==> src/rtl/i2s_rx_capture_if.sv <==
// Bus bundle for the I2S capture block: serial input, frame timing, captured samples
// and the host RAM read port.
interface i2s_rx_capture_if;
  logic        sd;
  logic        capture_en;
  logic        sck;
  logic        ws;
  logic [5:0]  frame_posn;
  logic [7:0]  frame;
  logic [15:0] left;
  logic [15:0] right;
  logic        sample_valid;
  logic        re;
  logic [7:0]  raddr;
  logic [15:0] rdata;

  modport slave (
    input  sd, capture_en, re, raddr,
    output sck, ws, frame_posn, frame, left, right, sample_valid, rdata
  );

  modport master (
    output sd, capture_en, re, raddr,
    input  sck, ws, frame_posn, frame, left, right, sample_valid, rdata
  );
endinterface

==> src/rtl/i2s_rx_capture.sv <==
// I2S receiver: generates sck/ws frame timing, deserialises 16-bit stereo samples and
// stores each pair in a 256x16 RAM that the host reads through a registered port.
module i2s_rx_capture #(
  parameter int SCK_DIV = 2
) (
  input logic             ck,
  input logic             rst,
  i2s_rx_capture_if.slave bus
);
  localparam int            PW          = (SCK_DIV > 1) ? $clog2(SCK_DIV) : 1;
  localparam logic [PW-1:0] PRESC_LAST  = PW'(SCK_DIV - 1);
  localparam logic [5:0]    LEFT_DONE   = 6'd16;
  localparam logic [5:0]    RIGHT_DONE  = 6'd48;

  logic [PW-1:0] presc_r;
  logic          sck_r;
  logic [5:0]    posn_r;
  logic [7:0]    frame_r;
  logic [15:0]   shift_r;
  logic [15:0]   left_r;
  logic [15:0]   right_r;
  logic          right_done_r;
  logic          sample_valid_r;
  logic          right_pend_r;
  logic [6:0]    wr_frame_r;
  logic [15:0]   rdata_r;
  logic [15:0]   mem [256];

  logic          wrap_s;
  logic          rise_s;
  logic          fall_s;
  logic [15:0]   shift_next_s;
  logic          we_s;
  logic [7:0]    waddr_s;
  logic [15:0]   wdata_s;

  // Strobes, next shift value and RAM write-port selection
  always_comb begin
    wrap_s       = (presc_r == PRESC_LAST);
    rise_s       = wrap_s & ~sck_r;
    fall_s       = wrap_s & sck_r;
    shift_next_s = {shift_r[14:0], bus.sd};
    // The right half of a pair always follows the left half on the next cycle.
    if (right_pend_r) begin
      we_s    = 1'b1;
      waddr_s = {wr_frame_r, 1'b1};
      wdata_s = right_r;
    end else if (sample_valid_r && bus.capture_en) begin
      we_s    = 1'b1;
      waddr_s = {frame_r[6:0], 1'b0};
      wdata_s = left_r;
    end else begin
      we_s    = 1'b0;
      waddr_s = {frame_r[6:0], 1'b0};
      wdata_s = left_r;
    end
  end

  // Bit-clock prescaler, frame position and frame counter
  always_ff @(posedge ck) begin
    if (rst) begin
      presc_r <= {PW{1'b0}};
      sck_r   <= 1'b0;
      posn_r  <= 6'd0;
      frame_r <= 8'd0;
    end else begin
      if (wrap_s) begin
        presc_r <= {PW{1'b0}};
        sck_r   <= ~sck_r;
      end else begin
        presc_r <= presc_r + PW'(1);
      end
      // Position moves on the falling edge so it is stable when data is sampled.
      if (fall_s) begin
        posn_r <= posn_r + 6'd1;
        if (posn_r == 6'd63) begin
          frame_r <= frame_r + 8'd1;
        end
      end
    end
  end

  // Serial shift register and sample capture
  always_ff @(posedge ck) begin
    if (rst) begin
      shift_r        <= 16'h0000;
      left_r         <= 16'h0000;
      right_r        <= 16'h0000;
      right_done_r   <= 1'b0;
      sample_valid_r <= 1'b0;
    end else begin
      right_done_r   <= rise_s && (posn_r == RIGHT_DONE);
      sample_valid_r <= right_done_r;
      if (rise_s) begin
        shift_r <= shift_next_s;
        if (posn_r == LEFT_DONE) begin
          left_r <= shift_next_s;
        end
        if (posn_r == RIGHT_DONE) begin
          right_r <= shift_next_s;
        end
      end
    end
  end

  // Pending right-sample write and the frame it belongs to
  always_ff @(posedge ck) begin
    if (rst) begin
      right_pend_r <= 1'b0;
      wr_frame_r   <= 7'd0;
    end else begin
      right_pend_r <= sample_valid_r && bus.capture_en;
      if (sample_valid_r && bus.capture_en) begin
        wr_frame_r <= frame_r[6:0];
      end
    end
  end

  // Sample RAM write port; contents survive reset
  always_ff @(posedge ck) begin
    if (we_s && !rst) begin
      mem[waddr_s] <= wdata_s;
    end
  end

  // Registered host read port: same-address write returns the old word
  always_ff @(posedge ck) begin
    if (rst) begin
      rdata_r <= 16'h0000;
    end else if (bus.re) begin
      rdata_r <= mem[bus.raddr];
    end
  end

  assign bus.sck          = sck_r;
  assign bus.ws           = posn_r[5];
  assign bus.frame_posn   = posn_r;
  assign bus.frame        = frame_r;
  assign bus.left         = left_r;
  assign bus.right        = right_r;
  assign bus.sample_valid = sample_valid_r;
  assign bus.rdata        = rdata_r;
endmodule

==> src/flat_wrapper.sv <==
// flat-port wrapper written by rule: the top's interface ports become plain ports
module i2s_rx_capture_flat 
#(
  parameter int SCK_DIV = 2
)
  (ck, rst, bus_sd, bus_capture_en, bus_re, bus_raddr, bus_sck, bus_ws, bus_frame_posn, bus_frame, bus_left, bus_right, bus_sample_valid, bus_rdata);
  i2s_rx_capture_if bus_i ();
  input logic ck;
  input logic rst;
  input wire logic [$bits(bus_i.sd)-1:0] bus_sd;
  input wire logic [$bits(bus_i.capture_en)-1:0] bus_capture_en;
  input wire logic [$bits(bus_i.re)-1:0] bus_re;
  input wire logic [$bits(bus_i.raddr)-1:0] bus_raddr;
  output wire logic [$bits(bus_i.sck)-1:0] bus_sck;
  output wire logic [$bits(bus_i.ws)-1:0] bus_ws;
  output wire logic [$bits(bus_i.frame_posn)-1:0] bus_frame_posn;
  output wire logic [$bits(bus_i.frame)-1:0] bus_frame;
  output wire logic [$bits(bus_i.left)-1:0] bus_left;
  output wire logic [$bits(bus_i.right)-1:0] bus_right;
  output wire logic [$bits(bus_i.sample_valid)-1:0] bus_sample_valid;
  output wire logic [$bits(bus_i.rdata)-1:0] bus_rdata;
  assign bus_i.sd = bus_sd;
  assign bus_i.capture_en = bus_capture_en;
  assign bus_i.re = bus_re;
  assign bus_i.raddr = bus_raddr;
  assign bus_sck = bus_i.sck;
  assign bus_ws = bus_i.ws;
  assign bus_frame_posn = bus_i.frame_posn;
  assign bus_frame = bus_i.frame;
  assign bus_left = bus_i.left;
  assign bus_right = bus_i.right;
  assign bus_sample_valid = bus_i.sample_valid;
  assign bus_rdata = bus_i.rdata;
  i2s_rx_capture #(.SCK_DIV(SCK_DIV)) u_core (.ck(ck), .rst(rst), .bus(bus_i));
endmodule
==> config.mk <==
export PLATFORM = sky130hd
export DESIGN_NAME = i2s_rx_capture_flat
export DESIGN_NICKNAME = d
export VERILOG_FILES = /design/src/rtl/i2s_rx_capture_if.sv /design/src/rtl/i2s_rx_capture.sv /design/src/flat_wrapper.sv
export SDC_FILE = /design/constraint.sdc
export NUM_CORES = 2
export LEC_CHECK = 0
export ABC_AREA = 1
export BUFFER_PORTS_ARGS = -buffer_cell sky130_fd_sc_hd__buf_2
export CELL_PAD_IN_SITES_DETAIL_PLACEMENT = 1
export CELL_PAD_IN_SITES_GLOBAL_PLACEMENT = 1
export CORE_ASPECT_RATIO = 1.25
export CORE_MARGIN = 3
export CORE_UTILIZATION = 47
export DETAILED_ROUTE_END_ITERATION = 7
export GPL_ROUTABILITY_DRIVEN = 1
export HOLD_SLACK_MARGIN = 0.15
export PLACE_DENSITY_LB_ADDON = 0.1
export SYNTH_ARGS = -nofsm -noshare
export SYNTH_HDL_FRONTEND = slang
export SYNTH_SLANG_ARGS = --single-unit
export TNS_END_PERCENT = 50
==> constraint.sdc <==
create_clock -name ck -period 4.5 [get_ports ck]
set_input_delay 1.125 -clock ck [delete_from_list [all_inputs] [get_ports ck]]
set_output_delay 1.125 -clock ck [all_outputs]
set_load 0.02 [all_outputs]
==> results.ini <==
[global_route]
top_usage_layer = met2
first_global_vias = 119600
gr-usage-met1_pct = 39.52
overflow = 0
met2_usage_pct = 50.75
grt_util_all_layers_pct = 30.11
antenna_found_initial = 23
grt_use_met3_pct = 3.945
grt_max_degree = 121
grt_pass1_wl_um = 815700

[drt]
viasPerCell = 5.953
drc = 0
postRouteAntennaNets = 0
wire_per_inst_um = 28.91
via_count = 115600
drtPass1Iterations = 6
totalWireLength_um = 561600
drt_iter0_drc = 12390

[worst_setup_path]
cp_max_fo = 26
worstPathArrival_ns = 4.79
setup.worst_path.start_class = register
end_kind = register
crit_chain = buf_4 -> o21ai_0 -> inv_1 -> nor2_1 -> inv_1 -> nor2_1 -> nand2_2 -> nor2_1 -> buf_4
reg2reg_slack_ns = 0.37
crit_type = reg2reg
startpoint = u_core.right_pend_r
cpLargestDelayFamily = simple AND/OR/NAND/NOR gates
rr_worst_depth = 9
crit_slowest_cell = nor2_1
crit_cells = 9
r2r-start = u_core.right_pend_r
cp_num_buf_inv = 4
r2r-end = u_core.mem[106][7]
crit_end = u_core.mem[106][7]
worstPathRequired_ns = 5.15
critPathMostFrequentCell = nor2_1
crit_path_max_incr_delay_ns = 1.07

[die]
coreArea_sq_um = 356800
die_w_um = 541.9
die_area_sq_um = 366300
rows = 245
initial_core_util_pct = 47.29
pin_count = 78
die_y_um = 675.9

[final_layout]
fin_cells = 19420
final_layout_size_suffix_gt1_share_pct = 10.15
nets = 14390
areaGrowthSynthToFinish_pct = 13.47
final_area_sq_um = 191500

[cts]
cts_resized = 0
clkLatencyLatePin_ns = 1.00
cts_root_buffer = clkbuf_16
htreeDepth = 5
clk_path_buf_depth = 4
ctsHoldBuffers = 0
cts_buffers = 419
clk_pin_slew_ns = 0.06
clock-sinks = 4185
cts_setup_buffers = 0
tritoncts = done

[synthesis]
ys_types = 32
syn_area_sq_um = 168700
seq_area_frac_synth_pct = 73.95
synth_seq_cells = 4185
syn_area_per_cell_sq_um = 11.98
synthCells = 14080
ys_warn_count = 0
synth_nets = 14100

[flow_run]
maxCapViolCount = 0

[sta]
worstMarginPinSlew_ns = 1.377
period_share_pct = 91.83
min_period_ns = 4.132
rsz0062_at_grt = false
hold_violations = 0
setup_viol = 0
skew_ns = 0.03806
slew_violations = 0
slew_headroom_pct = 7.867
max_freq_mhz = 242.0

[place]
placed_area_sq_um = 178100
placedCellCount = 18650
place.gp.congestion = 0.9064
io_buffers = 77
dp_hpwl_um = 341300

[power_and_ir_drop]
p_clk_share_pct = 42.8
p_seq_share_pct = 52.0
ir_drop_v = 0.0003285
intPower_mw = 63.01
p_sw_share_pct = 22.29
p_comb_share_pct = 5.2
net-switching-power_mw = 18.08
powerDensity_nw_per_um2 = 423.5
p_leak_nw = 70.72

[hold_path]
hold_class = reg2reg

[status]
status = complete, no violations

==> how the worst min path moves through the flow <==
stage	from	endpoint	slack (ns)	depth (start not counted)
finish	u_core.right_done_r	u_core.bus.sample_valid	0.41	2
global route	bus_sd	u_core.bus.left[0]	0.42	3
detailed placement	u_core.right_done_r	u_core.bus.sample_valid	0.40	2
floorplan	u_core.right_done_r	u_core.bus.sample_valid	0.39	2
CTS	bus_sd	u_core.bus.left[0]	0.35	3
global placement	u_core.right_done_r	u_core.bus.sample_valid	0.40	2
==> synthesized netlist by cell type <==
library cell | count | area share, %
buf_6 | 36 | 0.24
nand2_2 | 4 | 0.015
nand4_1 | 2 | 0.0074
or2_2 | 2 | 0.0074
inv_2 | 5 | 0.011
clkbuf_1 | 116 | 0.26
or2_0 | 2 | 0.0074
nand2_1 | 4262 | 9.5
and3_1 | 1 | 0.0037
inv_1 | 69 | 0.15
a21oi_1 | 14 | 0.042
nand3_1 | 4053 | 12
buf_12 | 1 | 0.012
dfxtp_1 | 89 | 1.1
nor3_2 | 3 | 0.018
inv_4 | 2 | 0.0074
a21o_1 | 1 | 0.0045
buf_2 | 564 | 1.7
buf_1 | 103 | 0.23
o21ai_2 | 2 | 0.010
nor3_1 | 5 | 0.015
clkinv_1 | 2 | 0.0045
o21ai_0 | 66 | 0.20
nor3b_1 | 1 | 0.0045
edfxtp_1 | 4096 | 73
o21ai_1 | 1 | 0.0030
xor2_1 | 2 | 0.010
nor2_1 | 428 | 0.95
or2_1 | 2 | 0.0074
buf_4 | 141 | 0.63
ha_1 | 3 | 0.022
nor2_2 | 3 | 0.011
==> cell type report <==
cell class,count,area [sq um]
Clock inverter,237,2173
Clock buffer,533,11180
Timing Repair Buffer,834,8249
Multi-Input combinational cell,8857,38870
Tap cell,4693,5872
Sequential cell,4185,124800
Antenna cell,7,17.52
Inverter,78,342.8
Fill cell,36250,165300
==> logic make-up (layout without fill, tap and decap cells) <==
family                     Yosys count  in the layout  share of synthesized area (%)
DFF                               4185           4185                          73.95
adders and majority gates            3              3                        0.02225
other                                0              7                              0
AOI/OAI and AO/OA                   84             84                         0.2551
buffers and inverters             1039           1682                          3.216
and+or+nand+nor                   8768           8768                          22.55
xor gates and xnor gates             2              2                        0.01038
==> tightest hold or removal path, stage by stage (launching register included) <==
cell and delay (ns):
dfxtp_1 0.30, inv_1 0.04, nor2_1 0.03
==> layout by cell type, fill, tap and decap left out, types with 4 or more instances in the layout <==
| cell | count |
|---|---|
| a21oi_1 | 14 |
| buf_12 | 171 |
| buf_2 | 71 |
| buf_4 | 588 |
| bufinv_16 | 39 |
| clkbuf_1 | 97 |
| clkbuf_16 | 428 |
| clkbuf_8 | 7 |
| clkinv_1 | 102 |
| clkinv_2 | 74 |
| clkinvlp_4 | 8 |
| dfxtp_1 | 89 |
| diode_2 | 7 |
| edfxtp_1 | 4096 |
| inv_1 | 67 |
| inv_16 | 5 |
| inv_2 | 4 |
| inv_6 | 10 |
| nand2_1 | 4230 |
| nand2_2 | 20 |
| nand2_4 | 6 |
| nand2_8 | 10 |
| nand3_1 | 4053 |
| nor2_1 | 395 |
| nor2_2 | 36 |
| nor3_1 | 5 |
| o21ai_0 | 66 |
==> metal layers <==
metal | routed length, um | part of all wire, % | up-vias
met5 | 23 | 0.0041 | -
met4 | 26160 | 4.7 | 4
met3 | 35050 | 6.2 | 949
met2 | 275300 | 49 | 4030
met1 | 225100 | 40 | 59990
li1 | - | - | 50650
==> flip-flops by register name (all words and copies together), names as in the netlist <==
name	cells
u_core.mem	4096
u_core.bus.left	16
u_core.wr_frame_r	7
u_core.bus.sample_valid	1
u_core.right_pend_r	1
u_core.right_done_r	1
u_core.shift_r	15
u_core.presc_r	1
u_core.bus.right	16
u_core.bus.frame_posn	6
u_core.bus.frame	8
u_core.bus.rdata	16
u_core.bus.sck	1
==> per-stage QoR <==
stage | power (mW) | hold slack, ns | util (%) | worst slack [ns] | setup TNS [ns]
global route | 83.34 | 0.4221 | 53.66 | 0.3063 | 0
detailed placement | 47.14 | 0.4037 | 49.92 | -0.03144 | -0.3518
CTS | 81.56 | 0.3503 | 53.66 | 0.3023 | 0
floorplan | 45.36 | 0.3883 | - | -0.09472 | -145.50
finish | 81.09 | 0.4093 | 53.66 | 0.3678 | 0
global placement | 47.07 | 0.4011 | 49.92 | -0.02328 | -0.4940
==> power by group through the flow <==
stage          Combinational (mW)  Sequential [mW]  Clock [mW]
2_1_floorplan                2.38             43.0           0
3_3_place_gp                 4.07             43.0           0
3_5_place_dp                 4.14             43.0           0
4_1_cts                      4.17             42.2        35.2
5_1_grt                      4.47             42.1        36.7
6_report                     4.18             42.2        34.7
(Power assumes the default switching activity.)
